$ cat src/rtl/px_ser_pkg.sv
// px_ser_pkg: shared types and constants for the pixel output serializer.
//   state_t   : serializer FSM states (IDLE, SEND)
//   nchunk()  : number of CHUNK_BITS-wide chunks needed to carry one pixel
//   DEF_*     : default parameter values used by px_fifo and px_out_serializer
package px_ser_pkg;

    localparam int DEF_PIXEL_BITS = 24;
    localparam int DEF_CHUNK_BITS = 8;
    localparam int DEF_FIFO_DEPTH = 4;

    typedef enum logic {
        IDLE = 1'b0,
        SEND = 1'b1
    } state_t;

    // ceil(pixel_bits / chunk_bits)
    function automatic int nchunk(input int pixel_bits, input int chunk_bits);
        return (pixel_bits + chunk_bits - 1) / chunk_bits;
    endfunction

endpackage

$ cat src/rtl/px_fifo.sv
// px_fifo: synchronous pixel FIFO with first-word fall-through read data.
// Ports:
//   clk_i     in   clock, rising edge
//   nreset_i  in   synchronous active-low reset
//   flush_i   in   synchronous clear; overrides push and pop
//   push_i    in   write data_i this cycle (ignored while full)
//   data_i    in   WIDTH  write data
//   pop_i     in   drop the head entry this cycle (ignored while empty)
//   data_o    out  WIDTH  head entry, valid while count_o != 0
//   full_o    out  count_o == DEPTH
//   count_o   out  number of stored entries
// DEPTH must be a power of two so the pointers wrap naturally.
module px_fifo
    import px_ser_pkg::*;
#(
    parameter int WIDTH = DEF_PIXEL_BITS,
    parameter int DEPTH = DEF_FIFO_DEPTH
) (
    input  logic                     clk_i,
    input  logic                     nreset_i,
    input  logic                     flush_i,
    input  logic                     push_i,
    input  logic [WIDTH-1:0]         data_i,
    input  logic                     pop_i,
    output logic [WIDTH-1:0]         data_o,
    output logic                     full_o,
    output logic [$clog2(DEPTH):0]   count_o
);

    localparam int AW = $clog2(DEPTH);
    localparam logic [AW:0] CNT_FULL = (AW+1)'(DEPTH);

    logic [AW-1:0] wr_ptr_q, wr_ptr_d;
    logic [AW-1:0] rd_ptr_q, rd_ptr_d;
    logic [AW:0]   count_q, count_d;
    logic [WIDTH-1:0] mem_q [DEPTH];

    logic do_push;
    logic do_pop;

    // Full and empty come from the registered count only, so a pop in the
    // same cycle never makes room for a push into a full FIFO.
    assign full_o  = (count_q == CNT_FULL);
    assign count_o = count_q;
    assign data_o  = mem_q[rd_ptr_q];

    assign do_push = push_i && !full_o && !flush_i;
    assign do_pop  = pop_i && (count_q != '0) && !flush_i;

    // NOTE: every variable gets its default before any branch; a path that
    // leaves a combinational output unassigned would infer a latch.
    always_comb begin
        wr_ptr_d = wr_ptr_q;
        rd_ptr_d = rd_ptr_q;
        count_d  = count_q;
        if (flush_i) begin
            wr_ptr_d = '0;
            rd_ptr_d = '0;
            count_d  = '0;
        end else begin
            if (do_push) wr_ptr_d = wr_ptr_q + AW'(1);
            if (do_pop)  rd_ptr_d = rd_ptr_q + AW'(1);
            count_d = count_q + (AW+1)'(do_push) - (AW+1)'(do_pop);
        end
    end

    // NOTE: state registers use non-blocking assignments so every flop
    // samples its _d value from before the edge, independent of block order.
    always_ff @(posedge clk_i) begin
        if (!nreset_i) begin
            wr_ptr_q <= '0;
            rd_ptr_q <= '0;
            count_q  <= '0;
        end else begin
            wr_ptr_q <= wr_ptr_d;
            rd_ptr_q <= rd_ptr_d;
            count_q  <= count_d;
        end
    end

    // NOTE: the storage array is deliberately not reset; an entry is only
    // read after it has been written, so clearing it would be dead logic.
    always_ff @(posedge clk_i) begin
        if (do_push) mem_q[wr_ptr_q] <= data_i;
    end

endmodule

$ cat src/rtl/px_out_serializer.sv
// px_out_serializer: buffers processed pixels and streams each one out as
// NCHUNK chunks of CHUNK_BITS, least-significant chunk first, over a
// valid/ready handshake. The top chunk is zero-padded above PIXEL_BITS.
// Ports:
//   clk_i          in   clock, rising edge
//   nreset_i       in   synchronous active-low reset
//   px_valid_i     in   one-cycle strobe: px_data_i holds a new pixel
//   px_data_i      in   PIXEL_BITS pixel value
//   flush_i        in   synchronous clear of FIFO, FSM and overflow flag
//   chunk_o        out  CHUNK_BITS current chunk (0 when not valid)
//   chunk_valid_o  out  chunk_o valid
//   chunk_ready_i  in   sink accepts the chunk when valid & ready
//   first_o        out  chunk_o is chunk 0 of a pixel
//   fifo_full_o    out  FIFO holds FIFO_DEPTH entries
//   overflow_o     out  sticky: a pixel arrived while the FIFO was full
//   parity_o       out  XOR of chunk_o (only with PX_SER_PARITY_EN defined)
// Optional feature macro: PX_SER_PARITY_EN.
// All outputs decode registered state only; chunk_ready_i reaches no output
// combinationally.
module px_out_serializer
    import px_ser_pkg::*;
#(
    parameter int PIXEL_BITS = DEF_PIXEL_BITS,
    parameter int CHUNK_BITS = DEF_CHUNK_BITS,
    parameter int FIFO_DEPTH = DEF_FIFO_DEPTH
) (
    input  logic                  clk_i,
    input  logic                  nreset_i,
    input  logic                  px_valid_i,
    input  logic [PIXEL_BITS-1:0] px_data_i,
    input  logic                  flush_i,
    output logic [CHUNK_BITS-1:0] chunk_o,
    output logic                  chunk_valid_o,
    input  logic                  chunk_ready_i,
    output logic                  first_o,
    output logic                  fifo_full_o,
    output logic                  overflow_o
`ifdef PX_SER_PARITY_EN
    ,
    output logic                  parity_o
`endif
);

    localparam int NCHUNK = nchunk(PIXEL_BITS, CHUNK_BITS);
    localparam int SHW    = NCHUNK * CHUNK_BITS;
    localparam int CW     = (NCHUNK > 1) ? $clog2(NCHUNK) : 1;
    localparam logic [CW-1:0] LAST_CNT = CW'(NCHUNK - 1);
    localparam int FCW    = $clog2(FIFO_DEPTH) + 1;

    state_t          state_q, state_d;
    logic [SHW-1:0]  shreg_q, shreg_d;
    logic [CW-1:0]   cnt_q, cnt_d;
    logic            overflow_q, overflow_d;

    logic                  fifo_pop;
    logic [PIXEL_BITS-1:0] fifo_head;
    logic                  fifo_full;
    logic [FCW-1:0]        fifo_count;
    logic                  fifo_empty;
    logic [SHW-1:0]        shreg_load;

    px_fifo #(
        .WIDTH (PIXEL_BITS),
        .DEPTH (FIFO_DEPTH)
    ) u_fifo (
        .clk_i    (clk_i),
        .nreset_i (nreset_i),
        .flush_i  (flush_i),
        .push_i   (px_valid_i),
        .data_i   (px_data_i),
        .pop_i    (fifo_pop),
        .data_o   (fifo_head),
        .full_o   (fifo_full),
        .count_o  (fifo_count)
    );

    assign fifo_empty = (fifo_count == '0);

    // Head pixel widened to whole chunks; the padding bits are zero.
    always_comb begin
        shreg_load = '0;
        shreg_load[PIXEL_BITS-1:0] = fifo_head;
    end

    always_comb begin
        state_d    = state_q;
        shreg_d    = shreg_q;
        cnt_d      = cnt_q;
        overflow_d = overflow_q;
        fifo_pop   = 1'b0;
        if (flush_i) begin
            state_d    = IDLE;
            shreg_d    = '0;
            cnt_d      = '0;
            overflow_d = 1'b0;
        end else begin
            if (px_valid_i && fifo_full) overflow_d = 1'b1;
            case (state_q)
                IDLE: begin
                    if (!fifo_empty) begin
                        fifo_pop = 1'b1;
                        shreg_d  = shreg_load;
                        cnt_d    = '0;
                        state_d  = SEND;
                    end
                end
                SEND: begin
                    if (chunk_ready_i) begin
                        if (cnt_q != LAST_CNT) begin
                            shreg_d = shreg_q >> CHUNK_BITS;
                            cnt_d   = cnt_q + CW'(1);
                        end else if (!fifo_empty) begin
                            // Last chunk accepted with a pixel waiting:
                            // reload directly so there is no idle bubble.
                            fifo_pop = 1'b1;
                            shreg_d  = shreg_load;
                            cnt_d    = '0;
                        end else begin
                            state_d = IDLE;
                        end
                    end
                end
                default: state_d = IDLE;
            endcase
        end
    end

    always_ff @(posedge clk_i) begin
        if (!nreset_i) begin
            state_q    <= IDLE;
            shreg_q    <= '0;
            cnt_q      <= '0;
            overflow_q <= 1'b0;
        end else begin
            state_q    <= state_d;
            shreg_q    <= shreg_d;
            cnt_q      <= cnt_d;
            overflow_q <= overflow_d;
        end
    end

    assign chunk_valid_o = (state_q == SEND);
    assign chunk_o       = chunk_valid_o ? shreg_q[CHUNK_BITS-1:0] : '0;
    assign first_o       = chunk_valid_o && (cnt_q == '0);
    assign fifo_full_o   = fifo_full;
    assign overflow_o    = overflow_q;

`ifdef PX_SER_PARITY_EN
    // chunk_o is already forced to 0 outside SEND, so parity follows it.
    assign parity_o = ^chunk_o;
`endif

endmodule

$ cat config.mk
export PLATFORM = sky130hd
export DESIGN_NAME = px_out_serializer
export DESIGN_NICKNAME = d
export VERILOG_FILES = /design/src/rtl/px_ser_pkg.sv /design/src/rtl/px_fifo.sv /design/src/rtl/px_out_serializer.sv
export SDC_FILE = /design/constraint.sdc
export NUM_CORES = 1
export LEC_CHECK = 0
export BUFFER_PORTS_ARGS = -buffer_cell sky130_fd_sc_hd__buf_2
export CAP_MARGIN = 10
export CORE_ASPECT_RATIO = 0.5
export CORE_MARGIN = 2
export CORE_UTILIZATION = 59
export DETAILED_ROUTE_END_ITERATION = 10
export PLACE_DENSITY = 0.82
export SETUP_SLACK_MARGIN = 0.3
export SYNTH_ARGS = -nofsm -noshare
export SYNTH_HDL_FRONTEND = slang
export SYNTH_HIERARCHICAL = 1
export SYNTH_SLANG_ARGS = --single-unit
$ cat constraint.sdc
create_clock -name clk_i -period 3.8 [get_ports clk_i]
set_input_delay 0.38 -clock clk_i [delete_from_list [all_inputs] [get_ports clk_i]]
set_output_delay 0.38 -clock clk_i [all_outputs]
set_load 0.01 [all_outputs]
==> results.yml <==
outcome:
  outcome: "complete, no violations"
finish:
  drive_above_1_share: 0.311
  antenna_cells: 0
  register_area_mm2: 0.00362
  syn_to_final_growth_pct: 15.2
  layout_commonest_cell: "edfxtp_1"
  final_cell_area_mm2: 0.00606
  multiInputGateArea_mm2: 0.00151
  nets: 390
  layout_common_cells: "edfxtp_1 (96), buf_2 (40), dfxtp_1 (37)"
  fill_cells: 516
yosys:
  yosysWarnings: 6
  synth.avg_cell_area_um2: 17.1
  synth_area_mm2: 0.00526
  synth_edf_count: 96
  yosysSeqAreaShare: 0.689
  ys_seq_elements: 133
  yosysUniqueCellTypes: 45
  synth_cells: 308
  dominantRegCellSynth: "edfxtp_1"
  synth_largest_area_cell: "edfxtp_1"
  synth.area.top_cells: "edfxtp_1 (55%), dfxtp_1 (14%), mux4_2 (10%), o21a_1 (2.3%), o221a_1 (2.1%)"
  async_flop_share: 0
  synth_nets: 344
  synth_top_area_frac: 0.548
route:
  post-route-drc-count: 0
  drt_iter0_markers: 277
  via_per_inst: 5.83
  vias: 2822
  firstDrtPassIters: 4
  wl_per_cell_um: 21.1
  drt_wl_total_mm: 10.2
  drtAntennaViolNets: 0
place:
  placed_area_mm2: 0.00552
  place.gp.congestion: 0.790
  post-place-ws_ps: 684
  hpwlAfterDp_mm: 6.28
  port_buffers: 40
worst_setup_path:
  worstPathRequired_ps: 4140
  crit_family: "simple AND/OR/NAND/NOR gates"
  arrival_ps: 3520
  r2r_setup_slack_ps: 610
  path_depth: 13
  cp_max_fo: 18
  path_cells: "and2b_4, nor2_8, nand2_8, nor2_1, nor3b_1, ha_1, inv_1, ha_1, inv_1, fa_1, xor2_1, and2_1, nor3_1"
  worstSetupPathType: "reg2reg"
  critPathCapture: "u_fifo/count_o[2]"
  cp_slowest_stage_delay_ps: 490
  r2r-end: "u_fifo/count_o[2]"
  critPathBufInv: 2
  slowest_stage: "dfxtp_1"
  reg2regPathDepth: 13
  cp-end-kind: "flop"
  crit_start: "chunk_valid_o"
  crit_path_start_kind: "flop"
  reg2reg_from: "chunk_valid_o"
cts:
  insertion_delay_ps: 420
  cts-buffers-inserted: 17
  cts_resized: 0
  cts.sinks: 133
  path_clk_slew_ps: 60
  h-tree-depth: 4
  cts_tree: "yes"
  cts_root_buffer: "clkbuf_16"
  cts_hold_buf: 0
  post-cts-setup-buffers: 0
  clockBufferDepth: 2
timing:
  setup-violations-final: 0
  slew_violations: 0
  maxClockFrequency_ghz: 0.314
  setup_tns_ps: 0
  finalCritPeriodShare: 0.839
  hold_slack_ps: 181
  slew_headroom: 0.197
  rsz0062_at_grt: "false"
  final.setup.worst_slack_ps: 614
  fin_skew_ps: 8.38
  finalHoldViolations: 0
  worst_pin_slew_ps: 1200
  period_needed_ps: 3190
global_routing:
  grt_pass1_vias: 3005
  gr-total-overflow: 0
  grt_pass1_wl_mm: 16.3
  antenna_found_initial: 0
  grt_max_degree: 25
  grt_usage: 0.236
die:
  die_h_um: 70.8
  dieArea_mm2: 0.00973
  io_pins: 41
  fp.coreArea_mm2: 0.00868
  rows: 24
  initial_core_util: 0.606
  die_w_um: 138
pwr:
  peakVddDrop_mv: 0.356
  finalPower_mw: 3.17
  powerDensity_mw_per_mm2: 522
  power.leakage_nw: 2.06
hold_path:
  min_from: "px_data_i[21]"
  hp-class: "in2reg"
flow_run:
  cap_violations: 0
-- how the worst min path moves through the flow --
| stage | endpoint | depth (start not counted) |
|---|---|---|
| after floorplan | shreg_q[16] | 2 |
| after global placement | shreg_q[17] | 2 |
| after detailed placement | overflow_o | 2 |
| after CTS | u_fifo/mem_q[2][21] | 1 |
| after global routing | u_fifo/mem_q[2][21] | 1 |
| final | u_fifo/mem_q[2][21] | 1 |
-- routing by layer --
metal,track usage,part of all wire,vias to the layer above
li1,-,-,1307
met1,0.325,0.45,1393
met2,0.362,0.47,106
met3,0.0767,0.066,16
met4,0.0790,0.013,0
met5,0,0,-
-- power by group --
group          internal [mW]  switching (mW)
logic                 0.0427          0.0625
clock network          0.889           0.584
registers               1.58          0.0105
-- worst reg2reg max path, cell delays in order, from the launching register on --
cell and delay (ps):
dfxtp_1 490, and2b_4 310, nor2_8 190, nand2_8 140, nor2_1 140, nor3b_1 440, ha_1 330, inv_1 60
ha_1 130, inv_1 50, fa_1 370, xor2_1 160, and2_1 180, nor3_1 130
-- sequential cells by signal, indices dropped and copies added (netlist names), named ones only --
register and count:
overflow_o 1, cnt_q 2, u_fifo/mem_q 96, u_fifo/rd_ptr_q 2, chunk_valid_o 1, u_fifo/wr_ptr_q 2, shreg_q 24, u_fifo/count_o 3
-- layout make-up --
cell class              count  share of cell area
well taps                 117              0.0241
multi-input cells         153               0.250
repair buffers             41              0.0343
clock inverters            14              0.0186
clock buffers              18              0.0708
flip-flops and latches    133               0.598
inverters                   8             0.00495
-- cell usage after synthesis, types with 2 or more instances --
cell type and instances:
nand2b_1 3, nor2b_1 2, ha_1 6, o21a_1 16, mux4_2 24, nor2_1 6, nor3_1 2, clkbuf_1 2
o221a_1 10, nand3_1 8, inv_1 8, a21oi_1 12, and3_2 4, buf_2 5, buf_6 4, o221a_2 6
and2_1 11, mux2i_1 3, nand2_1 15, edfxtp_1 96, o21ai_0 4, nand3b_1 2, dfxtp_1 37
-- stage by stage --
stage	instances	util
after floorplan	308	-
final	484	0.699
after global routing	484	0.699
after detailed placement	452	0.636
after CTS	484	0.699
after global placement	452	0.636
-- cells by family after synthesis --
family                   share of synthesized area
AND/OR/NAND/NOR                             0.0801
XOR/XNOR                                   0.00166
multiplexers                                 0.108
AO/OA/AOI/OAI                               0.0794
buffers and inverters                       0.0235
adder cells (fa/ha/maj)                     0.0181
flip-flops                                   0.689
No activity file was read; power rests on OpenSTA's default activity.
